**config.mk**
```make
export PLATFORM = sky130hd
export DESIGN_NAME = alu_issue_receiver
export DESIGN_NICKNAME = d
export VERILOG_FILES = /design/src/rtl/alu_issue_receiver.sv
export SDC_FILE = /design/constraint.sdc
export NUM_CORES = 1
export LEC_CHECK = 0
export CORE_ASPECT_RATIO = 0.9
export CORE_MARGIN = 10
export CORE_UTILIZATION = 35
export CTS_CLUSTER_DIAMETER = 200
export DETAILED_ROUTE_END_ITERATION = 10
export PLACE_DENSITY_LB_ADDON = 0.25
export SETUP_SLACK_MARGIN = 0.1
export SLEW_MARGIN = 20
export SYNTH_ARGS = -nofsm -noshare
export SYNTH_HDL_FRONTEND = slang
export SYNTH_SLANG_ARGS = --single-unit
```
**constraint.sdc**
```tcl
create_clock -name clk -period 2.4 [get_ports clk]
set_clock_uncertainty 0.05 [all_clocks]
set_input_delay 0.48 -clock clk [delete_from_list [all_inputs] [get_ports clk]]
set_output_delay 0.48 -clock clk [all_outputs]
set_load 0.02 [all_outputs]
```
**src/rtl/alu_issue_receiver.sv**
```systemverilog
// alu_issue_receiver: FU-side endpoint of the ALU issue/writeback handshake.
// Optional one-entry issue skid buffer: `define ALU_RECV_SKID_EN.
module alu_issue_receiver #(
  parameter int WF_ID_LENGTH = 6,
  parameter int OPCODE_WIDTH = 32,
  parameter int LATENCY      = 4
) (
  input  logic                    clk,
  input  logic                    rst,
  input  logic                    issue_select,
  input  logic [WF_ID_LENGTH-1:0] issue_wfid,
  input  logic [OPCODE_WIDTH-1:0] issue_opcode,
  output logic                    fu_ready,
  output logic [WF_ID_LENGTH-1:0] busy_wfid,
  output logic                    wb_valid,
  output logic [WF_ID_LENGTH-1:0] wb_wfid,
  output logic [OPCODE_WIDTH-1:0] wb_opcode,
  input  logic                    wb_ack,
  output logic                    protocol_err
);

  typedef enum logic [1:0] {
    IDLE = 2'd0,
    EXEC = 2'd1,
    WB   = 2'd2
  } state_t;

  localparam logic [7:0] CNT_INIT = 8'(LATENCY - 1);

  state_t                  state;
  state_t                  state_nxt;
  logic [7:0]              cnt;
  logic [7:0]              cnt_nxt;
  logic                    ready_nxt;
  logic                    valid_nxt;
  logic                    err_nxt;
  logic [WF_ID_LENGTH-1:0] wfid_nxt;
  logic [WF_ID_LENGTH-1:0] busy_nxt;
  logic [OPCODE_WIDTH-1:0] opcode_nxt;

  logic accept;
  logic violation;
  logic ack;

  assign accept    = issue_select && fu_ready;
  assign violation = issue_select && !fu_ready;
  assign ack       = wb_ack && wb_valid;

`ifdef ALU_RECV_SKID_EN
  logic                    skid_full;
  logic                    skid_full_nxt;
  logic [WF_ID_LENGTH-1:0] skid_wfid;
  logic [WF_ID_LENGTH-1:0] skid_wfid_nxt;
  logic [OPCODE_WIDTH-1:0] skid_opcode;
  logic [OPCODE_WIDTH-1:0] skid_opcode_nxt;
`endif

  always_comb begin
    state_nxt  = state;
    cnt_nxt    = cnt;
    ready_nxt  = fu_ready;
    valid_nxt  = wb_valid;
    wfid_nxt   = wb_wfid;
    opcode_nxt = wb_opcode;
    busy_nxt   = busy_wfid;
    err_nxt    = protocol_err | violation;
`ifdef ALU_RECV_SKID_EN
    skid_full_nxt   = skid_full;
    skid_wfid_nxt   = skid_wfid;
    skid_opcode_nxt = skid_opcode;
`endif
    unique case (state)
      IDLE: begin
        ready_nxt = 1'b1;
        if (accept) begin
          wfid_nxt   = issue_wfid;
          opcode_nxt = issue_opcode;
          busy_nxt   = issue_wfid;
          cnt_nxt    = CNT_INIT;
          state_nxt  = EXEC;
        end
      end
      EXEC: begin
        if (cnt == 8'd0) begin
          state_nxt = WB;
          valid_nxt = 1'b1;
        end else begin
          cnt_nxt = cnt - 8'd1;
        end
`ifdef ALU_RECV_SKID_EN
        if (accept) begin
          skid_full_nxt   = 1'b1;
          skid_wfid_nxt   = issue_wfid;
          skid_opcode_nxt = issue_opcode;
        end
`endif
      end
      WB: begin
`ifdef ALU_RECV_SKID_EN
        if (ack) begin
          valid_nxt = 1'b0;
          if (skid_full) begin
            // drain skid into execution; a same-edge issue refills it
            wfid_nxt        = skid_wfid;
            opcode_nxt      = skid_opcode;
            busy_nxt        = skid_wfid;
            cnt_nxt         = CNT_INIT;
            state_nxt       = EXEC;
            skid_full_nxt   = accept;
            if (accept) begin
              skid_wfid_nxt   = issue_wfid;
              skid_opcode_nxt = issue_opcode;
            end
          end else if (accept) begin
            wfid_nxt   = issue_wfid;
            opcode_nxt = issue_opcode;
            busy_nxt   = issue_wfid;
            cnt_nxt    = CNT_INIT;
            state_nxt  = EXEC;
          end else begin
            busy_nxt  = '0;
            state_nxt = IDLE;
          end
        end else if (accept) begin
          skid_full_nxt   = 1'b1;
          skid_wfid_nxt   = issue_wfid;
          skid_opcode_nxt = issue_opcode;
        end
`else
        if (ack) begin
          valid_nxt = 1'b0;
          busy_nxt  = '0;
          state_nxt = IDLE;
          ready_nxt = 1'b1;
        end
`endif
      end
      default: begin
        state_nxt = IDLE;
      end
    endcase
`ifdef ALU_RECV_SKID_EN
    ready_nxt = !skid_full_nxt;
`else
    if (accept) begin
      ready_nxt = 1'b0;
    end
`endif
  end

  always_ff @(posedge clk or posedge rst) begin
    if (rst) begin
      state        <= IDLE;
      cnt          <= 8'd0;
      fu_ready     <= 1'b0;
      wb_valid     <= 1'b0;
      wb_wfid      <= '0;
      wb_opcode    <= '0;
      busy_wfid    <= '0;
      protocol_err <= 1'b0;
    end else begin
      state        <= state_nxt;
      cnt          <= cnt_nxt;
      fu_ready     <= ready_nxt;
      wb_valid     <= valid_nxt;
      wb_wfid      <= wfid_nxt;
      wb_opcode    <= opcode_nxt;
      busy_wfid    <= busy_nxt;
      protocol_err <= err_nxt;
    end
  end

`ifdef ALU_RECV_SKID_EN
  always_ff @(posedge clk or posedge rst) begin
    if (rst) begin
      skid_full   <= 1'b0;
      skid_wfid   <= '0;
      skid_opcode <= '0;
    end else begin
      skid_full   <= skid_full_nxt;
      skid_wfid   <= skid_wfid_nxt;
      skid_opcode <= skid_opcode_nxt;
    end
  end
`endif

endmodule

```
==> results of run 1 <==
synthesized netlist by cell type, types with 2 or more instances:
cell                       instances  area [um^2]
sky130_fd_sc_hd__nand3b_1          2         15.0
sky130_fd_sc_hd__buf_2             2         10.0
sky130_fd_sc_hd__mux2i_1           4         40.0
sky130_fd_sc_hd__a211o_1           2         17.5
sky130_fd_sc_hd__a21oi_1           4         20.0
sky130_fd_sc_hd__a22o_1            6         52.6
sky130_fd_sc_hd__ha_1              2         25.0
sky130_fd_sc_hd__inv_1             6         22.5
sky130_fd_sc_hd__o21ai_0           6         30.0
sky130_fd_sc_hd__nand3_1           3         15.0
sky130_fd_sc_hd__clkbuf_1         10         37.5
sky130_fd_sc_hd__a21o_1            2         15.0
sky130_fd_sc_hd__or4_1             2         15.0
sky130_fd_sc_hd__or3_1             2         12.5
sky130_fd_sc_hd__nand2_1         118          443
sky130_fd_sc_hd__dfrtp_1          57         1430
sky130_fd_sc_hd__nor2_1            2         7.51
power by group through the flow:
stage | Sequential [mW] | Clock, mW | Combinational, mW
4_1_cts | 1.67 | 1.01 | 2.08
5_1_grt | 1.73 | 1.04 | 2.24
3_5_place_dp | 1.67 | 0 | 2.08
6_report | 1.66 | 0.982 | 2.04
2_1_floorplan | 2.04 | 0 | 0.716
3_3_place_gp | 1.66 | 0 | 2.04
cells in the final DEF (no fill, tap or decap):
| cell type | instances |
|---|---|
| sky130_fd_sc_hd__nand2_1 | 118 |
| sky130_fd_sc_hd__clkdlybuf4s50_1 | 88 |
| sky130_fd_sc_hd__dfrtp_1 | 57 |
| sky130_fd_sc_hd__clkbuf_8 | 9 |
| sky130_fd_sc_hd__o21ai_0 | 6 |
| sky130_fd_sc_hd__a22o_1 | 6 |
| sky130_fd_sc_hd__buf_4 | 6 |
| sky130_fd_sc_hd__inv_1 | 5 |
| sky130_fd_sc_hd__mux2i_1 | 4 |
| sky130_fd_sc_hd__a21oi_1 | 4 |
| sky130_fd_sc_hd__clkinvlp_4 | 4 |
| sky130_fd_sc_hd__nand3_1 | 3 |
| sky130_fd_sc_hd__or3_1 | 2 |
| sky130_fd_sc_hd__nor2_1 | 2 |
| sky130_fd_sc_hd__a211o_1 | 2 |
| sky130_fd_sc_hd__nand3b_1 | 2 |
| sky130_fd_sc_hd__a21o_1 | 2 |
| sky130_fd_sc_hd__or4_1 | 2 |
| sky130_fd_sc_hd__ha_1 | 2 |
| sky130_fd_sc_hd__bufinv_16 | 2 |
| sky130_fd_sc_hd__and4bb_2 | 1 |
| sky130_fd_sc_hd__nand4bb_2 | 1 |
| sky130_fd_sc_hd__or4b_4 | 1 |
| sky130_fd_sc_hd__or4_4 | 1 |
| sky130_fd_sc_hd__nor3_1 | 1 |
| sky130_fd_sc_hd__nor4_1 | 1 |
| sky130_fd_sc_hd__nor3b_1 | 1 |
| sky130_fd_sc_hd__a2111o_1 | 1 |
| sky130_fd_sc_hd__or2_2 | 1 |
| sky130_fd_sc_hd__o211ai_1 | 1 |
| sky130_fd_sc_hd__o31ai_1 | 1 |
| sky130_fd_sc_hd__a21o_2 | 1 |
| sky130_fd_sc_hd__inv_2 | 1 |
| sky130_fd_sc_hd__a31oi_1 | 1 |
| sky130_fd_sc_hd__clkinv_2 | 1 |
| sky130_fd_sc_hd__buf_12 | 1 |
metal layers:
layer	GRT usage	share of wire
met5	0	0
met4	0.0624	0.0082
met3	0.0497	0.070
met2	0.182	0.47
met1	0.145	0.45
worst max path at each step:
stage,start,endpoint,slack [ns],cells past startpoint
5_1_grt,fu_ready$_DFFE_PP0P_,fu_ready,0.39,1
2_1_floorplan,rst,busy_wfid[0]$_DFFE_PP0P_,0.47,1
6_report,fu_ready$_DFFE_PP0P_,fu_ready,0.44,1
4_1_cts,fu_ready$_DFFE_PP0P_,fu_ready,0.41,1
3_3_place_gp,issue_select,cnt[0]$_DFFE_PP0P_,0.49,5
3_5_place_dp,issue_select,cnt[0]$_DFFE_PP0P_,0.43,5
cell families (layout without fill, tap and decap cells):
logic type / count (synthesis) / in the layout / share of synthesized area
AO/OA/AOI/OAI: 25 / 25 / 0.0757
adder cells (fa/ha/maj): 2 / 2 / 0.0107
buffers and inverters: 19 / 117 / 0.0349
flip-flops: 57 / 57 / 0.612
multiplexers: 4 / 4 / 0.0172
AND/OR/NAND/NOR: 137 / 137 / 0.250
flip-flops by register name (all words and copies together), names as in the netlist:
register      cells
wb_valid          1
protocol_err      1
fu_ready          1
busy_wfid         6
cnt               8
wb_opcode        32
wb_wfid           6
state             2
layout make-up:
cell class / instances / area share
well taps: 90 / 0.0317
repair buffers: 95 / 0.266
clock buffers: 9 / 0.0348
multi-input cells: 168 / 0.233
clock inverters: 7 / 0.0268
flip-flops and latches: 57 / 0.401
inverters: 6 / 0.00634
==> flow_summary.json, run 1 <==
{
  "dieArea_mm2": 0.0103,
  "yosys_most_used_dff": "sky130_fd_sc_hd__dfrtp_1",
  "post_synth_instance_area_mm2": 0.00233,
  "worst_max_slew_margin_expressed_relative_to_the_limit": 0.477,
  "cts.repair.resized": 0,
  "regToRegStartpoint": "state[1]$_DFFE_PP0P_",
  "cp.buffers_inverters": 1,
  "clk-insertion-delay-late_ns": 0.33,
  "clockPowerShare": 0.210,
  "fin_worst_hold_slack_ns": 0.412,
  "antenna_cells": 0,
  "asr_flop_ratio_synth": 1.00,
  "floorplan.initialDensity": 0.358,
  "netlist_instances": 244,
  "first_iter_violations": 93,
  "synth-seq-area-share": 0.612,
  "die_w_um": 106,
  "maximum_operating_frequency_ghz": 0.510,
  "setup_repair_after_global_routing_missed_its_margin": "false",
  "max_slew.worst_pin.slew_ns": 0.778,
  "yosys_synthesis_warning_count": 0,
  "final_core_util": 0.546,
  "ys_seq_elements": 57,
  "rr_worst_depth": 3,
  "grt_start_max_net_pins": 39,
  "worst_ir_drop_vdd_uv": 545,
  "mappedNetlistNets": 288,
  "critical_register_to_register_path_endpoint": "cnt[5]$_DFFE_PP0P_",
  "placed_cells": 416,
  "pre_cts_worst_setup_slack_ns": 0.428,
  "drt-total-wl_mm": 6.08,
  "critical-path-max-stage-delay_ns": 0.66,
  "cts_htree_levels": 3,
  "final_area_mm2": 0.00355,
  "multi_input_comb_area_um2": 828,
  "grt_use_total": 0.121,
  "setup_violations": 0,
  "depth_of_the_worst_hold_timing_path": 1,
  "post_cts_buffers": 0,
  "postRouteAntennaNets": 0,
  "timing.max_cap.violations": 0,
  "path_clk_slew_ns": 0.07,
  "place.detailed.hpwl_mm": 4.43,
  "drive_above_1_share": 0.0877,
  "ctsRootBufferMaster": "sky130_fd_sc_hd__clkbuf_8",
  "power_frac_seq": 0.355,
  "cts_max_path_buffers": 2,
  "cellInternalPower_mw": 2.95,
  "worst-endpoint-arrival_ns": 1.43,
  "cp.required_ns": 1.87,
  "cts_tree": "built",
  "timing_worst_setup_path_type": "flip-flop to output pin",
  "outcome": "finished, final reports clean",
  "dpl_cell_area_mm2": 0.00334,
  "power.switching_mw": 1.73,
  "critical_path.max_fanout": 6,
  "chip_height_um": 97.4,
  "io_pins": 89,
  "synth-edff-count": 0,
  "instances_no_fill": 432,
  "site_rows": 28,
  "power_mw": 4.68,
  "grt.overflow.total": 0,
  "first_global_vias": 2021,
  "switching_share": 0.370,
  "setup-tns-final_ns": 0,
  "endpoint_kind": "output pin",
  "hold_buffers": 0,
  "power.density_cell_area_mw_per_mm2": 1320,
  "wire_length_of_the_first_global_routing_pass_mm": 10.1,
  "detailedRoute.firstPassIterationCount": 4,
  "pwr-share-comb": 0.435,
  "timing.hold.worst.class": "flip-flop to flip-flop",
  "area_of_the_core_region_mm2": 0.00652,
  "via_count": 1968,
  "critical_path.slowest_cell": "sky130_fd_sc_hd__clkdlybuf4s50_1",
  "crit_start_category": "flip-flop",
  "worstHoldEndpoint": "protocol_err$_DFF_PP0_",
  "area_added_between_synthesis_and_finish_pct": 52.5,
  "min_from": "protocol_err$_DFF_PP0_",
  "io_port_bufs": 88,
  "final.min_clock_period_ns": 1.96,
  "cpLargestDelayFamily": "buffers and inverters",
  "p_leak_nw": 1.69,
  "timing_hold_violations_final": 0,
  "final.fill_count": 609,
  "drv_slew": 0,
  "cts-buffers-inserted": 9,
  "routedWlPerCell_um": 14.1,
  "drt_drc_violations_left": 0,
  "register_area_mm2": 0.00143,
  "r2r_slack_ns": 0.53,
  "fin_ws_ns": 0.440,
  "cts_sinks": 57,
  "grt_antenna_before_repair": 0,
  "fin_crit_sh": 0.817,
  "distinct_cell_type_count_of_the_synthesized_netlist": 31,
  "critical_path.cell_chain": "clkdlybuf4s50_1",
  "rd_place_congestion": 0.744,
  "post_synth.cell_area_avg_um2": 9.55,
  "vias_per_cell": 4.56,
  "fin_nets": 381
}
Power figures use the tool's default switching activity.
==> run 2, diff against run 1 <==
Clock period 2.4 ns to 1.8 ns, I/O delays scaled along.
==> run 2 against run 1 <==
  * Worst setup slack got worse by 0.34 ns
  * Count of clock-buffer cells in the layout rose by 4
  * Non-clock buffer count rose by 8
  * Hold slack got worse by 0.024 ns
  * Total power up 24%
  * Register-to-register slack lost 0.43 ns
  * Critical path depth is 2 higher
  * Clock power grew 6%
  * Via count increased by 2.0%
  * Critical path type is now flip-flop to flip-flop
  * Largest power group unchanged
  * Highest routed layer unchanged
==> flow_summary.json, run 2 (synthesis gave the netlist of run 1 again) <==
{
  "timing.max_cap.violations": 0,
  "switching_share": 0.392,
  "registers.top_by_ff_count": "wb_opcode",
  "drt-total-wl_mm": 6.07,
  "power.density_cell_area_mw_per_mm2": 1630,
  "site_rows": 28,
  "critical_path.max_fanout": 5,
  "power.switching_mw": 2.28,
  "timing_worst_setup_path_type": "flip-flop to flip-flop",
  "drt_drc_violations_left": 0,
  "cts_sinks": 57,
  "rd_place_congestion": 0.702,
  "dpl_cell_area_mm2": 0.00342,
  "mostFrequentLayoutCells": "118 x sky130_fd_sc_hd__nand2_1, 57 x sky130_fd_sc_hd__dfrtp_1, 46 x sky130_fd_sc_hd__dlygate4sd2_1",
  "endpoint_kind": "flip-flop",
  "cts_tree": "built",
  "hold_buffers": 0,
  "io_pins": 89,
  "fin_crit_sh": 0.946,
  "setup_repair_after_global_routing_missed_its_margin": "true",
  "mostFrequentLayoutCell": "sky130_fd_sc_hd__nand2_1",
  "crit_start_category": "flip-flop",
  "setup-tns-final_ns": 0,
  "wire_length_of_the_first_global_routing_pass_mm": 10.4,
  "area_added_between_synthesis_and_finish_pct": 53.4,
  "outcome": "finished, final reports clean",
  "vias_per_cell": 4.56,
  "final.min_clock_period_ns": 1.70,
  "clk-insertion-delay-late_ns": 0.32,
  "critical_path.cell_chain": "or4_4, or4_1, a21oi_2",
  "via_count": 2007,
  "place.detailed.hpwl_mm": 4.48,
  "drv_slew": 0,
  "grt_use_total": 0.123,
  "final.fill_count": 642,
  "max_slew.worst_pin.slew_ns": 0.234,
  "critical_path.slowest_cell": "sky130_fd_sc_hd__or4_1",
  "cts_max_path_buffers": 2,
  "first_global_vias": 2065,
  "drive_above_1_share": 0.123,
  "reg_top3": "wb_opcode: 32 flops, cnt: 8 flops",
  "detailedRoute.firstPassIterationCount": 4,
  "cellInternalPower_mw": 3.54,
  "cp.required_ns": 2.00,
  "worst_ir_drop_vdd_uv": 866,
  "die_w_um": 106,
  "first_iter_violations": 96,
  "fin_worst_hold_slack_ns": 0.388,
  "fin_nets": 389,
  "power_frac_seq": 0.367,
  "multi_input_comb_area_um2": 861,
  "floorplan.initialDensity": 0.358,
  "timing_hold_violations_final": 0,
  "timing.hold.worst.class": "input port to async pin",
  "critical-path-max-stage-delay_ns": 0.53,
  "ctsRootBufferMaster": "sky130_fd_sc_hd__clkbuf_8",
  "routedWlPerCell_um": 13.8,
  "area_of_the_core_region_mm2": 0.00652,
  "path_clk_slew_ns": 0.06,
  "worst_max_slew_margin_expressed_relative_to_the_limit": 0.842,
  "register_area_mm2": 0.00143,
  "p_leak_nw": 1.86,
  "grt_antenna_before_repair": 0,
  "grt_start_max_net_pins": 42,
  "pwr-share-comb": 0.455,
  "largest_register_ffs": 32,
  "cts_htree_levels": 3,
  "maximum_operating_frequency_ghz": 0.587,
  "worst-endpoint-arrival_ns": 1.90,
  "grt.overflow.total": 0,
  "antenna_cells": 0,
  "postRouteAntennaNets": 0,
  "setup_violations": 0,
  "final_area_mm2": 0.00358,
  "dieArea_mm2": 0.0103,
  "io_port_bufs": 88,
  "chip_height_um": 97.4,
  "cts-buffers-inserted": 9,
  "clockPowerShare": 0.178
}
[run 2: changes by cell type in the layout (fill, tap and decap cells not counted), sizes merged]
cell           delta
buf               +8
clkbuf            +4
clkinv            +2
clkdlybuf4s50    -47
clkinvlp          -3
dlymetal6s2s      +1
bufinv            -2
dlygate4sd2      +46
inv               -1
[run 2: worst paths after layout]
path | start | end | slack (ns) | cells past startpoint
setup / recovery | cnt[4]$_DFFE_PP0P_ | cnt[6]$_DFFE_PP0P_ | 0.1 | 3
hold / removal | rst | cnt[1]$_DFFE_PP0P_ | 0.39 | 3
setup reg to reg | cnt[4]$_DFFE_PP0P_ | cnt[6]$_DFFE_PP0P_ | 0.1 | 3
hold reg to reg | wb_wfid[3]$_DFFE_PP0P_ | wb_wfid[3]$_DFFE_PP0P_ | 0.41 | 2
max in group asynchronous | rst | wb_opcode[0]$_DFFE_PP0P_ | 1.10 | 3
min in group clk | wb_wfid[3]$_DFFE_PP0P_ | wb_wfid[3]$_DFFE_PP0P_ | 0.41 | 2
[run 2: power by group through the flow]
stage | combinational, mW | clock (mW) | sequential, mW
global placement | 2.89 | 0 | 2.17
floorplan | 0.955 | 0 | 2.72
CTS | 2.64 | 1.08 | 2.15
global route | 2.97 | 1.13 | 2.22
finish | 2.65 | 1.04 | 2.14
detailed placement | 2.94 | 0 | 2.17
[run 2: area by class of cell]
cell class / count / share of cell area
flip-flops and latches: 57 / 0.399
repair buffers: 103 / 0.273
multi-input cells: 168 / 0.241
clock buffers: 13 / 0.0444
well taps: 90 / 0.0315
inverters: 6 / 0.00735
clock inverters: 3 / 0.00420
[run 2: stage by stage]
stage / setup WS [ns] / power [mW] / std cells / utilization
after global placement: 0.0538 / 5.06 / 423 / 0.524
final: 0.0967 / 5.82 / 440 / 0.549
after global routing: 0.0293 / 6.32 / 440 / 0.549
after CTS: 0.103 / 5.87 / 439 / 0.543
after floorplan: 0.108 / 3.67 / 244 / -
after detailed placement: 0.0298 / 5.11 / 423 / 0.524
[run 2: worst max-delay path: cells and delay by family, from the launching register on]
kind	cells	cell delay (ns)
simple gates	2	1.04
flops	1	0.42
compound gates	1	0.13
[run 2: layer usage]
| layer | wire length [um] | track usage |
|---|---|---|
| met1 | 2730 | 0.148 |
| met2 | 2840 | 0.189 |
| met3 | 417 | 0.0458 |
| met4 | 88 | 0.0624 |
| met5 | 0 | 0 |
[run 2: repair_timing]
action                                  in CTS  in global routing
pin swaps                                    0                  4
gates cloned                                 0                  0
resized for setup                           47                  8
buffers inserted                             0                  1
endpoints found under the setup margin      47                  7
==> run 3, diff against run 2 <==
Settings changed: DONT_BUFFER_PORTS from default to 1, RECOVER_POWER from default to 50.
==> run 3 against run 2 <==
  * Register-to-register slack about the same
  * Maximum frequency down 0.74%
  * Clock power up 27%
  * Sequential cell count unchanged
  * Critical path type unchanged
==> flow_summary.json, run 3 (synthesis gave the netlist of run 1 again) <==
{
  "worst_max_slew_margin_expressed_relative_to_the_limit": 0.351,
  "via_count": 1653,
  "registers.top_by_ff_count": "wb_opcode",
  "endpoint_kind": "flip-flop",
  "first_global_vias": 1821,
  "antenna_cells": 0,
  "critical_path.max_fanout": 3,
  "maximum_operating_frequency_ghz": 0.583,
  "timing.hold.worst.class": "input port to flip-flop",
  "mostFrequentLayoutCell": "sky130_fd_sc_hd__nand2_1",
  "vias_per_cell": 4.66,
  "rd_place_congestion": 0.749,
  "routedWlPerCell_um": 16.1,
  "grt_antenna_before_repair": 0,
  "largest_register_ffs": 32,
  "cts_sinks": 57,
  "dieArea_mm2": 0.0103,
  "ctsRootBufferMaster": "sky130_fd_sc_hd__clkbuf_8",
  "area_added_between_synthesis_and_finish_pct": 18.9,
  "grt.overflow.total": 0,
  "cp.required_ns": 2.01,
  "max_slew.worst_pin.slew_ns": 0.969,
  "wire_length_of_the_first_global_routing_pass_mm": 9.63,
  "io_port_bufs": 0,
  "reg_top3": "wb_opcode: 32 flops, cnt: 8 flops",
  "detailedRoute.firstPassIterationCount": 4,
  "path_clk_slew_ns": 0.07,
  "setup_repair_after_global_routing_missed_its_margin": "true",
  "io_pins": 89,
  "cts-buffers-inserted": 9,
  "place.detailed.hpwl_mm": 4.12,
  "drt_drc_violations_left": 0,
  "cts_max_path_buffers": 2,
  "timing_hold_violations_final": 0,
  "crit_start_category": "flip-flop",
  "drt-total-wl_mm": 5.72,
  "postRouteAntennaNets": 0,
  "drv_slew": 0,
  "timing.max_cap.violations": 0,
  "power.density_cell_area_mw_per_mm2": 1970,
  "grt_start_max_net_pins": 37,
  "clk-insertion-delay-late_ns": 0.33,
  "grt_use_total": 0.117,
  "cts_htree_levels": 3,
  "floorplan.initialDensity": 0.358,
  "final.min_clock_period_ns": 1.72,
  "outcome": "finished, final reports clean",
  "setup-tns-final_ns": 0,
  "fin_nets": 304,
  "fin_crit_sh": 0.953,
  "cts_tree": "built",
  "worst_ir_drop_vdd_uv": 782,
  "mostFrequentLayoutCells": "118 x sky130_fd_sc_hd__nand2_1, 57 x sky130_fd_sc_hd__dfrtp_1, 15 x sky130_fd_sc_hd__buf_4",
  "final.fill_count": 649,
  "timing_worst_setup_path_type": "flip-flop to flip-flop",
  "drive_above_1_share": 0.158,
  "worst-endpoint-arrival_ns": 1.93,
  "fin_worst_hold_slack_ns": 0.0718,
  "setup_violations": 0,
  "p_leak_nw": 1.41,
  "first_iter_violations": 86,
  "chip_height_um": 97.4,
  "site_rows": 28,
  "area_of_the_core_region_mm2": 0.00652,
  "die_w_um": 106
}
==> run 3: metal layers <==
| layer | global-route usage | vias to the layer above | share of wire |
|---|---|---|---|
| li1 | - | 823 | - |
| met1 | 0.140 | 772 | 0.43 |
| met2 | 0.178 | 48 | 0.48 |
| met3 | 0.0405 | 10 | 0.080 |
| met4 | 0.0687 | 0 | 0.020 |
| met5 | 0 | - | 0 |
==> run 3: metrics by stage <==
step           utilization  area [um^2]  power, mW  setup slack, ns  std cells
2_1_floorplan            -         2330       3.67            0.108        244
3_3_place_gp         0.384         2500       4.09           0.0954        334
3_5_place_dp         0.384         2500       4.14           0.0502        334
4_1_cts              0.423         2760       5.54           0.0851        354
5_1_grt              0.425         2770       5.91           0.0135        355
6_report             0.425         2770       5.46           0.0840        355
==> run 3: layout make-up <==
type / instances / area (um^2) / area share
multi-input combinational: 168 / 843 / 0.304
timing repair buffer: 18 / 146 / 0.0528
sequential: 57 / 1430 / 0.515
inverter: 6 / 23.8 / 0.00858
clock inverter: 7 / 95.1 / 0.0343
tap: 90 / 113 / 0.0406
clock buffer: 9 / 124 / 0.0447
==> run 3: where the power goes <==
part / total [mW] / internal (mW) / leakage [nW] / switching, mW
registers: 2.79 / 1.83 / 0.712 / 0.961
clock network: 1.32 / 0.778 / 0.109 / 0.539
logic: 1.35 / 0.622 / 0.591 / 0.731
total: 5.46 / 3.23 / 1.41 / 2.23
==> run 3: repair_timing <==
| item | 4_1_cts | 5_1_grt |
|---|---|---|
| endpoints found under the setup margin | 2 | 5 |
| pin swaps | 1 | 0 |
| hold buffers | 1 | 0 |
| setup buffers | 3 | 1 |
| hold endpoints to repair | 21 | 0 |
| gates resized for setup | 0 | 3 |
==> run 3: worst max-delay path, cell delays in order, from the launching register on <==
cell and delay (ns):
sky130_fd_sc_hd__dfrtp_1 0.40, sky130_fd_sc_hd__or4b_4 0.55, sky130_fd_sc_hd__or4_1 0.53, sky130_fd_sc_hd__a21oi_2 0.12
==> run 3: final timing paths <==
path	end	startpoint	slack [ns]	cells after the start
worst max-delay path	cnt[5]$_DFFE_PP0P_	cnt[0]$_DFFE_PP0P_	0.08	3
worst min-delay path	fu_ready$_DFFE_PP0P_	issue_select	0.07	1
worst max register to register	cnt[5]$_DFFE_PP0P_	cnt[0]$_DFFE_PP0P_	0.08	3
worst min register to register	cnt[7]$_DFFE_PP0P_	cnt[7]$_DFFE_PP0P_	0.50	2
max in group asynchronous	wb_valid$_DFFE_PP0P_	rst	0.45	3
min in group asynchronous	wb_opcode[6]$_DFFE_PP0P_	rst	0.60	2
